--- config.mk ---
export PLATFORM = sky130hd
export DESIGN_NAME = p4bd_sync_receiver_flat
export DESIGN_NICKNAME = d
export VERILOG_FILES = /design/src/rtl/p4bd_sync_receiver_if.sv /design/src/rtl/p4bd_sync_receiver.sv /design/src/flat_wrapper.sv
export SDC_FILE = /design/constraint.sdc
export NUM_CORES = 1
export LEC_CHECK = 0
export ABC_AREA = 1
export CORE_UTILIZATION = 55
export CTS_CLUSTER_SIZE = 10
export DETAILED_ROUTE_END_ITERATION = 7
export DONT_BUFFER_PORTS = 1
export GPL_TIMING_DRIVEN = 0
export HOLD_SLACK_MARGIN = 0.06
export PLACE_DENSITY = 0.69
export SYNTH_ARGS = -nofsm -noshare
export SYNTH_HDL_FRONTEND = slang
export SYNTH_SLANG_ARGS = --single-unit
--- constraint.sdc ---
create_clock -name clk -period 1.7 [get_ports clk]
set_input_delay 0.255 -clock clk [delete_from_list [all_inputs] [get_ports clk]]
set_output_delay 0.255 -clock clk [all_outputs]
set_load 0.03 [all_outputs]
--- src/rtl/p4bd_sync_receiver_if.sv ---
// rtl/p4bd_sync_receiver_if.sv - 4-phase bundled-data input channel plus clocked valid/ready output port
interface p4bd_sync_receiver_if #(
    parameter int WIDTH = 12
);
    logic             req;
    logic [WIDTH-1:0] data;
    logic             ack;
    logic [WIDTH-1:0] out_data;
    logic             out_valid;
    logic             out_ready;

    // master: the asynchronous sender plus the clocked consumer; slave: the receiver
    modport master (
        output req, data, out_ready,
        input  ack, out_data, out_valid
    );

    modport slave (
        input  req, data, out_ready,
        output ack, out_data, out_valid
    );
endinterface

--- src/rtl/p4bd_sync_receiver.sv ---
// rtl/p4bd_sync_receiver.sv - clocked receiver terminating a 4-phase bundled-data channel into a 2-entry valid/ready FIFO
module p4bd_sync_receiver #(
    parameter int WIDTH       = 12,
    parameter int SYNC_STAGES = 2,
    parameter int CNT_W       = 16
) (
    input  logic                 clk,
    input  logic                 reset,
    p4bd_sync_receiver_if.slave  bus,
    output logic [CNT_W-1:0]     rx_count
);

    localparam logic [1:0] ST_RESYNC = 2'd0;
    localparam logic [1:0] ST_IDLE   = 2'd1;
    localparam logic [1:0] ST_HOLD   = 2'd2;

    logic [SYNC_STAGES-1:0] sync_q;
    logic                   req_s;
    logic [1:0]             state;
    logic                   ack_q;
    logic [WIDTH-1:0]       head_q;
    logic [WIDTH-1:0]       tail_q;
    logic                   head_v;
    logic                   tail_v;
    logic                   push;
    logic                   pop;

    assign req_s = sync_q[SYNC_STAGES-1];
    // Full is judged on the pre-pop occupancy, so a push at occupancy 2 waits one cycle.
    assign push  = (state == ST_IDLE) && req_s && !tail_v;
    assign pop   = head_v && bus.out_ready;

    // Resetting high keeps a req left over from an interrupted handshake from looking new.
    always_ff @(posedge clk or posedge reset) begin
        if (reset) begin
            sync_q <= '1;
        end else begin
            sync_q <= {sync_q[SYNC_STAGES-2:0], bus.req};
        end
    end

    always_ff @(posedge clk or posedge reset) begin
        if (reset) begin
            state <= ST_RESYNC;
            ack_q <= 1'b0;
        end else begin
            case (state)
                ST_RESYNC: begin
                    if (!req_s) state <= ST_IDLE;
                end
                ST_IDLE: begin
                    if (push) begin
                        state <= ST_HOLD;
                        ack_q <= 1'b1;
                    end
                end
                ST_HOLD: begin
                    if (!req_s) begin
                        state <= ST_IDLE;
                        ack_q <= 1'b0;
                    end
                end
                default: begin
                    state <= ST_RESYNC;
                    ack_q <= 1'b0;
                end
            endcase
        end
    end

    always_ff @(posedge clk or posedge reset) begin
        if (reset) begin
            rx_count <= '0;
        end else if (push) begin
            rx_count <= rx_count + 1'b1;
        end
    end

    // Head register drives out_data directly; tail holds the second token when full.
    always_ff @(posedge clk or posedge reset) begin
        if (reset) begin
            head_q <= '0;
            tail_q <= '0;
            head_v <= 1'b0;
            tail_v <= 1'b0;
        end else begin
            case ({push, pop})
                2'b10: begin
                    if (!head_v) begin
                        head_q <= bus.data;
                        head_v <= 1'b1;
                    end else begin
                        tail_q <= bus.data;
                        tail_v <= 1'b1;
                    end
                end
                2'b01: begin
                    if (tail_v) begin
                        head_q <= tail_q;
                        tail_v <= 1'b0;
                    end else begin
                        head_v <= 1'b0;
                    end
                end
                2'b11: begin
                    head_q <= bus.data;
                end
                default: begin
                end
            endcase
        end
    end

    assign bus.ack       = ack_q;
    assign bus.out_data  = head_q;
    assign bus.out_valid = head_v;

endmodule

--- src/flat_wrapper.sv ---
// flat-port wrapper written by rule: the top's interface ports become plain ports
module p4bd_sync_receiver_flat 
#(
    parameter int WIDTH       = 12,
    parameter int SYNC_STAGES = 2,
    parameter int CNT_W       = 16
)
  (clk, reset, rx_count, bus_req, bus_data, bus_out_ready, bus_ack, bus_out_data, bus_out_valid);
  p4bd_sync_receiver_if #(.WIDTH(WIDTH)) bus_i ();
  input  logic clk;
  input  logic reset;
  output logic [CNT_W-1:0] rx_count;
  input wire logic [$bits(bus_i.req)-1:0] bus_req;
  input wire logic [$bits(bus_i.data)-1:0] bus_data;
  input wire logic [$bits(bus_i.out_ready)-1:0] bus_out_ready;
  output wire logic [$bits(bus_i.ack)-1:0] bus_ack;
  output wire logic [$bits(bus_i.out_data)-1:0] bus_out_data;
  output wire logic [$bits(bus_i.out_valid)-1:0] bus_out_valid;
  assign bus_i.req = bus_req;
  assign bus_i.data = bus_data;
  assign bus_i.out_ready = bus_out_ready;
  assign bus_ack = bus_i.ack;
  assign bus_out_data = bus_i.out_data;
  assign bus_out_valid = bus_i.out_valid;
  p4bd_sync_receiver #(.WIDTH(WIDTH), .SYNC_STAGES(SYNC_STAGES), .CNT_W(CNT_W)) u_core (.clk(clk), .reset(reset), .bus(bus_i), .rx_count(rx_count));
endmodule
==> impl_metrics.csv <==
group,metric,value,unit
status,status,"finished clean",
yosys,yosysUniqueCellTypes,29,
drt,avgRoutedWirePerCell,12.7,microns
setup_path,crit_path_top_delay_cell,"dfrtp_1",
placement,port_buffers,0,
floorplanning,fp.coreArea,3970,sq um
sta,min_period_over_period,90.5,%
final_layout,stdcell_count,331,
sta,fmax,650,MHz
drt,drt_first_pass_iters,4,
yosys,yosysWarnings,0,
drt,vias,1655,
setup_path,reg2reg_from,"u_core.bus.out_valid$_DFFE_PP0P_",
clocking,cts_buffers,5,
min_path,worstHoldStart,"bus_data[0]",
floorplanning,io_pins,46,
yosys,synthArstFlopShare,100,%
global_route,top_usage_layer,"met2",
sta,drv_slew,0,
setup_path,cp-start-kind,"register",
setup_path,cp_max_fo,10,
pwr,total_power,4.06,mW
global_route,gr-total-overflow,0,
final_layout,antenna_cells,0,
setup_path,crit_type,"register to register",
setup_path,worstRegToRegCells,8,
yosys,ys_top_cells_by_area,"dfrtp_1 (50%), nand2_1 (17%), inv_1 (4.5%)",
global_route,gr-usage-met1,27.6,%
sta,finalSetupTns,0,ns
global_route,grt_pass1_wl,7490,microns
placement,hpwlAfterDp,3010,microns
drt,drt_iter0_drc,95,
clocking,tritoncts,"built",
yosys,ys_seq_area_share,51.8,%
pwr,powerDensity,1640,nW/um^2
pwr,p_leak,1.27,nW
floorplanning,die_w,66.3,microns
setup_path,worst_ep_required_time,1.89,ns
drt,wl,4190,microns
yosys,synth_nets,287,
placement,place.gp.congestion,0.765,
final_layout,syn_to_final_growth,9.13,%
yosys,synth_edf_count,0,
final_layout,drive_gt1_share,14.6,%
global_route,antenna_found_initial,0,
pwr,ir_drop,0.865,mV
setup_path,worst_setup_path_end_kind,"register",
yosys,syn_area_per_cell,8.42,sq um
sta,setup_viol,0,
floorplanning,dieArea,4400,sq um
final_layout,nets,297,
yosys,synth_cells,270,
flow_run,maxCapViolCount,0,
clocking,cts.sinks,47,
global_route,grt_pass1_vias,1678,
clocking,cts_root_buf,"clkbuf_8",
placement,dp_cells,321,
clocking,clk_latency,0.30,ns
yosys,syn_area,2270,sq um
global_route,grt_max_degree,40,
yosys,dominantRegCellSynth,"dfrtp_1",
drt,drc_errors,0,
setup_path,crit_top_cell,"nand2_1",
min_path,hold_path_depth,2,
floorplanning,die_h,66.3,microns
sta,slew_headroom,69.5,%
clocking,clk_path_buf_depth,2,
min_path,hold_path.class,"input port to register",
clocking,cts_htree_levels,2,
yosys,synth.top_cell.area_share,49.5,%
setup_path,path_cells,"nand2_2 > clkinv_4 > nand3_4 > nand2_4 > inv_4 > buf_6 > nand2_1 > nand2_1",
drt,vias_per_cell,5.00,
setup_path,cp_num_buf_inv,3,
global_route,groute.layer.met3.usage,7.93,%
drt,ant_nets,0,
setup_path,slowest_delay,0.63,ns
yosys,yosys.area.top_type,"dfrtp_1",
setup_path,cpLargestDelayFamily,"flip-flops",
sta,hold_violations,0,
sta,period_needed,1.54,ns
global_route,use_met2,36.9,%
clocking,cts_setup_buffers,0,
floorplanning,initial_core_util,57.3,%
clocking,clkTransAtPathRegs,0.08,ns
yosys,ys_ff_latch,47,
sta,tightest_slew,0.458,ns
global_route,track_usage,23.1,%
sta,holdWs,0.0801,ns
setup_path,cp.arrival,1.73,ns
setup_path,ff2ff_setup_slack,0.16,ns
min_path,min_to,"u_core.tail_q[0]$_DFFE_PP0P_",
sta,rsz0062_at_grt,"no",
floorplanning,rows,23,
setup_path,reg2reg_to,"u_core.bus.out_data[1]$_DFFE_PP0P_",
sta,clock_skew,0.00698,ns
-- cell type report --
type | instances | area, sq um
Inverter | 33 | 131
Tap cell | 50 | 62.6
Fill cell | 339 | 1490
Buffer | 5 | 43.8
Timing Repair Buffer | 3 | 40.0
Multi-Input combinational cell | 185 | 923
Sequential cell | 47 | 1180
Clock buffer | 8 | 100
-- where the power goes --
part	internal, mW	leakage, nW	switching (mW)
clock network	0.371	0.0515	0.359
registers	1.49	0.587	0.705
logic	0.436	0.634	0.703
total	2.29	1.27	1.77
-- placed cells by master, fill, tap and decap left out, types with 5 or more instances in the layout --
master    Yosys  layout
a21oi_1       6       6
o21ai_0       5       5
nand4_1       6       6
xnor2_1       6       6
nand2_2       6       6
inv_2         4       5
dfrtp_1      45      43
clkbuf_8      0       7
nor2_1       17      16
o21ai_1      13      13
inv_1        27      26
nand2_1     102     102
nand3_1       9       9
-- how the worst max path moves through the flow --
stage	startpoint	end	slack (ns)	cells after the start
2_1_floorplan	u_core.rx_count[0]$_DFFE_PP0P_	u_core.rx_count[10]$_DFFE_PP0P_	0.20	6
3_3_place_gp	reset	u_core.tail_q[4]$_DFFE_PP0P_	-0.15	1
3_5_place_dp	u_core.rx_count[0]$_DFFE_PP0P_	u_core.rx_count[6]$_DFFE_PP0P_	-0.03	5
4_1_cts	u_core.rx_count[0]$_DFFE_PP0P_	u_core.rx_count[10]$_DFFE_PP0P_	0.09	6
5_1_grt	u_core.rx_count[2]$_DFFE_PP0P_	u_core.rx_count[9]$_DFFE_PP0P_	0.008	5
6_report	u_core.bus.out_valid$_DFFE_PP0P_	u_core.bus.out_data[1]$_DFFE_PP0P_	0.16	8
-- cell families (layout without fill, tap and decap cells) --
group / after synthesis / in the layout / share of synthesized area (%)
buffers and inverters: 38 / 49 / 7.70
AOI/OAI and AO/OA: 25 / 25 / 5.56
adders and majority gates: 1 / 1 / 0.550
and+or+nand+nor: 151 / 151 / 31.3
xor gates and xnor gates: 8 / 8 / 3.08
DFF: 47 / 47 / 51.8
-- metal layers --
layer / wire, microns / up-vias
met1: 1910 / 754
met3: 260 / 8
li1: - / 850
met4: 96 / 0
met2: 1930 / 43
met5: 0 / -
-- state kept, by name, indices dropped and copies added, names as in the netlist --
name,flops
u_core.bus.ack,1
u_core.bus.out_data,12
u_core.bus.out_valid,1
u_core.rx_count,16
u_core.state,2
u_core.sync_q,2
u_core.tail_q,12
u_core.tail_v,1
-- Yosys cell counts, types with 2 or more instances --
cell and number:
nand2_2 6, nand2_1 102, nor2_4 3, nand4_1 6, inv_1 27, buf_2 2, a21oi_1 6, inv_2 4
dfstp_2 2, o21ai_1 13, nand3_4 2, nand3_1 9, xnor2_1 6, xor2_1 2, nand2_4 2, o21ai_0 5
nor2_1 17, dfrtp_1 45
-- worst register-to-register path: cells and delay by family (launching register included) --
| family | cells | cell delay, ns |
|---|---|---|
| buffers and inverters | 3 | 0.30 |
| and+or+nand+nor | 5 | 0.52 |
| DFF | 1 | 0.63 |
-- stage by stage --
step / utilization (%) / area [sq um] / setup slack (ns)
after global placement: 58.9 / 2340 / -0.146
final: 62.5 / 2480 / 0.162
after CTS: 62.4 / 2480 / 0.0851
after floorplan: - / 2270 / 0.199
after detailed placement: 59.4 / 2360 / -0.0254
after global routing: 62.5 / 2480 / 0.00763
-- timing repair --
| item | in CTS | in global routing |
|---|---|---|
| hold buffers | 2 | 0 |
| endpoints found under the setup margin | 5 | 5 |
| gates resized for setup | 1 | 2 |
| endpoints found under the hold margin | 46 | 0 |
(Power assumes the default switching activity.)
==> patch 1: new RTL, config.mk and constraints unchanged <==
`SYNC_STAGES` is set to 2 in 2 places; all go to 4.
--- a/src/rtl/p4bd_sync_receiver.sv
+++ b/src/rtl/p4bd_sync_receiver.sv
@@ -1,7 +1,7 @@
 // rtl/p4bd_sync_receiver.sv - clocked receiver terminating a 4-phase bundled-data channel into a 2-entry valid/ready FIFO
 module p4bd_sync_receiver #(
     parameter int WIDTH       = 12,
-    parameter int SYNC_STAGES = 2,
+    parameter int SYNC_STAGES = 4,
     parameter int CNT_W       = 16
 ) (
     input  logic                 clk,
--- a/src/flat_wrapper.sv
+++ b/src/flat_wrapper.sv
@@ -2,7 +2,7 @@
 module p4bd_sync_receiver_flat 
 #(
     parameter int WIDTH       = 12,
-    parameter int SYNC_STAGES = 2,
+    parameter int SYNC_STAGES = 4,
     parameter int CNT_W       = 16
 )
   (clk, reset, rx_count, bus_req, bus_data, bus_out_ready, bus_ack, bus_out_data, bus_out_valid);
Formal check against the unedited RTL: not equivalent (Yosys sat finds a counterexample within 10 cycles, from zero or initial values and one cycle with reset high).
==> patch 1 against the original RTL <==
  * Worst hold slack gained 0.018 ns
  * Combinational power shrank 11%
  * Setup slack lost 0.074 ns
  * Count of clock-buffer cells in the layout is the same
  * Final cell count grew 3.0%
  * Via count grew 6.0%
  * Wire length grew 3.1%
  * Maximum frequency shrank 4.6%
  * Synthesized area shrank 0.11%
  * Sequential cell count grew 2
  * Total power shrank 2.9%
  * Final area is essentially flat
  * Core utilization grew 2.9 points
  * Sequential power grew 2%
  * Highest routed layer unchanged
==> patch 1: results (changes against the original RTL) <==
[status]
status=finished clean  ; unchanged

[logic_synthesis]
synth_xor_area_share_pct=3.08  ; about the same
synth_nets=299  ; was 287
synth-compound-area-share_pct=7.76  ; was 5.56%
synthTopCellsByCount=nand2_1, dfrtp_1, inv_1  ; unchanged
synthTopCellsByArea=dfrtp_1, nand2_1, inv_1, dfstp_2, o21ai_0  ; was dfrtp_1, nand2_1, inv_1, o21ai_1, nor2_1
synthAdderAreaFrac_pct=0.551  ; was 0.550%

[cells_and_area]
area_growth_pct=9.31  ; was 9.13%
seq_area_sq_um=1240  ; was 1180 sq um
multi_input_area_sq_um=886  ; was 923 sq um
fin_nets=309  ; was 297
multi_input_area_share_pct=35.7  ; was 37.2%
clock_area_share_pct=3.63  ; was 4.03%
nMultiInputCombCells=192  ; was 185
drive_above_1_share_pct=12.6  ; was 14.6%
bufAreaShareNonClock_pct=3.07  ; was 3.38%
utilization_pct=65.4  ; was 62.5%
inv_count=35  ; was 33

[route]
drtIter0Drc=106  ; was 95
wl_microns=4320  ; was 4190 microns
routed-via-count=1755  ; was 1655
wl_met1_microns=2120  ; was 1910 microns
met3_wirelength_microns=293  ; was 260 microns

[critical_path]
crit_fanout=5  ; was 10
rrSetupSlack_ns=0.09  ; was 0.16 ns
crit_family=simple AND/OR/NAND/NOR gates  ; was flip-flops
critical-path-max-stage-delay_ns=0.59  ; was 0.63 ns
crit_arrival_ns=1.82  ; was 1.73 ns

[grt]
grt_use_met2_pct=32.3  ; was 36.9%
grt_use_met3_pct=8.62  ; was 7.93%
grt_usage_pct=22.5  ; was 23.1%
grt_pass1_wl_microns=7300  ; was 7490 microns
grt_max_degree=39  ; was 40
grt_util_met1_pct=31.6  ; was 27.6%

[place]
dp.cells=331  ; was 321
gp_congestion=0.816  ; was 0.765
hpwl_microns=3130  ; was 3010 microns
placed_cell_area_sq_um=2350  ; was 2360 sq um

[sta]
skew_ns=0.00444  ; was 0.00698 ns

[clocking]
clock-sinks=49  ; was 47

patch 1: changes by cell type in the layout (fill, tap and decap cells not counted), moves of 5 or more:
cell,unedited run,this run
inv_1,26,32
dfrtp_1,43,38
nand2_1,102,110
nand3_1,9,4
o21ai_0,5,21
dfrtp_2,2,7
patch 1: kinds of logic after synthesis:
family	count (synthesis)
xor+xnor	8
simple gates	148
flops	49
fa+ha+maj	1
compound gates	35
buf+inv	41
patch 1: path summary, 6_finish.rpt:
check / from / endpoint / depth (start not counted)
max: u_core.rx_count[10] / u_core.rx_count[15] / 7
min: bus_data[4] / u_core.tail_q[4] / 2
max reg2reg: u_core.rx_count[10] / u_core.rx_count[15] / 7
min reg2reg: u_core.sync_q[2] / u_core.sync_q[3] / 0
max in group asynchronous: reset / u_core.sync_q[1] / 3
min in group asynchronous: reset / u_core.rx_count[2] / 2
patch 1: power breakdown:
part           switching, mW  total, mW  internal, mW
clock network          0.369      0.701         0.332
logic                  0.651       1.02         0.365
registers              0.680       2.23          1.55
==> patch 2: new RTL, config.mk and constraints unchanged <==
Made on the original files. Register the output `rx_count` once more, cleared by the reset; this adds one clock of latency there. The other outputs are not delayed to match.
--- a/src/rtl/p4bd_sync_receiver.sv
+++ b/src/rtl/p4bd_sync_receiver.sv
@@ -13,6 +13,8 @@
     localparam logic [1:0] ST_RESYNC = 2'd0;
     localparam logic [1:0] ST_IDLE   = 2'd1;
     localparam logic [1:0] ST_HOLD   = 2'd2;
+
+    logic [CNT_W-1:0] rx_count_s0;
 
     logic [SYNC_STAGES-1:0] sync_q;
     logic                   req_s;
@@ -70,9 +72,9 @@
 
     always_ff @(posedge clk or posedge reset) begin
         if (reset) begin
-            rx_count <= '0;
+            rx_count_s0 <= '0;
         end else if (push) begin
-            rx_count <= rx_count + 1'b1;
+            rx_count_s0 <= rx_count_s0 + 1'b1;
         end
     end
 
@@ -115,5 +117,13 @@
     assign bus.out_data  = head_q;
     assign bus.out_valid = head_v;
 
+    always_ff @(posedge clk or posedge reset) begin
+        if (reset) begin
+            rx_count <= '0;
+        end else begin
+            rx_count <= rx_count_s0;
+        end
+    end
+
 endmodule
 
Behaviour: not the same (Yosys sat finds a counterexample within 10 cycles, from zero or initial values and one cycle with reset high).
==> patch 2 against the original RTL <==
  * The flow now finishes with violations (DRC)
  * Non-clock buffer count increased by 4
  * Via count up 8.6%
  * Total power is 23% higher
  * Setup slack lost 0.048 ns
  * Final area increased by 20%
  * Global-route usage fell by 3.5 points
  * First-iteration DRC count grew 29%
  * Core utilization increased by 3.4 points
  * Final cell count grew 7.3%
  * Clock power up 72%
  * Sequential cell count rose by 16
  * Synthesized area grew 16%
  * Wire length increased by 7.7%
  * Critical path type unchanged
==> patch 2: results (changes against the original RTL) <==
[critical_path]
rrSetupSlack_ns=0.11  ; was 0.16 ns
critical-path-max-stage-delay_ns=0.68  ; was 0.63 ns
crit_path_end=u_core.bus.out_data[6]  ; was u_core.bus.out_data[1]
crit_arrival_ns=1.81  ; was 1.73 ns

[place]
placed_cell_area_sq_um=2720  ; was 2360 sq um
gp_congestion=0.788  ; was 0.765
dp_slack_ns=0.138  ; was -0.0254 ns
hpwl_microns=3000  ; was 3010 microns
dp.cells=334  ; was 321

[pwr]
irDropWorstVdd_v=0.000966  ; was 0.000865 V
p_switching_mw=1.92  ; was 1.77 mW
power_leakage_nw=1.56  ; was 1.27 nW
clock_power_mw=1.26  ; was 0.731 mW
power.total_mw=4.98  ; was 4.06 mW

[logic_synthesis]
synthTopCellsByArea=dfrtp_1, nand2_1, inv_1, nor2_1, nand3_1  ; was dfrtp_1, nand2_1, inv_1, o21ai_1, nor2_1
synthAdderAreaFrac_pct=0.472  ; was 0.550%
synth-compound-area-share_pct=5.53  ; was 5.56%
synthTopCellsByCount=nand2_1, dfrtp_1, inv_1  ; unchanged
yosysSeqAreaShare_pct=59.6  ; was 51.8%
synth_xor_area_share_pct=2.65  ; was 3.08%

[cells_and_area]
fillers=362  ; was 339
clock_area_share_pct=6.45  ; was 4.03%
nNonClkBuffers=12  ; was 8
bufAreaShareNonClock_pct=4.00  ; was 3.38%
utilization_pct=65.9  ; was 62.5%
inv_count=37  ; was 33
seq_area_sq_um=1580  ; was 1180 sq um
multi_input_area_share_pct=29.2  ; was 37.2%
fin_nets=315  ; was 297
seq_cells=63  ; was 47
drive_above_1_share_pct=14.9  ; was 14.6%
nClkBuffers=13  ; was 8
nMultiInputCombCells=175  ; was 185

[route]
wl_met1_microns=2230  ; was 1910 microns
met3_wirelength_microns=272  ; was 260 microns
wl_met2_microns=1910  ; was 1930 microns
wire_per_inst_microns=12.7  ; about the same
post-route-drc-count=3  ; was 0
avgViaCountPerCell=5.06  ; was 5.00
drt_first_pass_iters=6  ; was 4

[grt]
grt_pass1_wl_microns=7600  ; was 7490 microns
grt_max_degree=64  ; was 40
grt_pass1_vias=1725  ; was 1678
grt_usage_pct=19.6  ; was 23.1%

[clocking]
cts_made_buffers=9  ; was 5
htreeDepth=3  ; was 2

[status]
failed_checks=DRC
status=finished, violations left  ; was finished clean

[sta]
max_freq_mhz=631  ; was 650 MHz

==> patch 2: cell count changes in the layout (fill, tap and decap cells not counted), moves of 3 or more <==
cell,change
dfrtp_1,+18
nand2_1,-16
o21ai_1,-9
o21ai_0,+7
inv_1,+6
a21oi_1,+3
clkbuf_8,+3
nand3_1,+3
==> patch 2: worst min-delay path by stage <==
stage,from,end,slack (ns)
after detailed placement,bus_req,u_core.sync_q[0],0.26
after global placement,bus_req,u_core.sync_q[0],0.26
after global routing,bus_data[0],u_core.tail_q[0],0.06
final,bus_data[0],u_core.tail_q[0],0.07
after floorplan,bus_req,u_core.sync_q[0],0.26
after CTS,bus_data[0],u_core.tail_q[0],0.06
==> patch 2: timing repair <==
action                                 CTS  global route
endpoints found under the hold margin    3            17
resized for setup                        0             0
hold buffers                             3             1
setup endpoints to repair                0             0
==> patch 2: layer usage <==
layer	GRT usage (%)	vias to the layer above
li1	-	901
met1	27.6	841
met2	27.9	46
met3	5.49	9
met4	10.0	0
met5	0	-
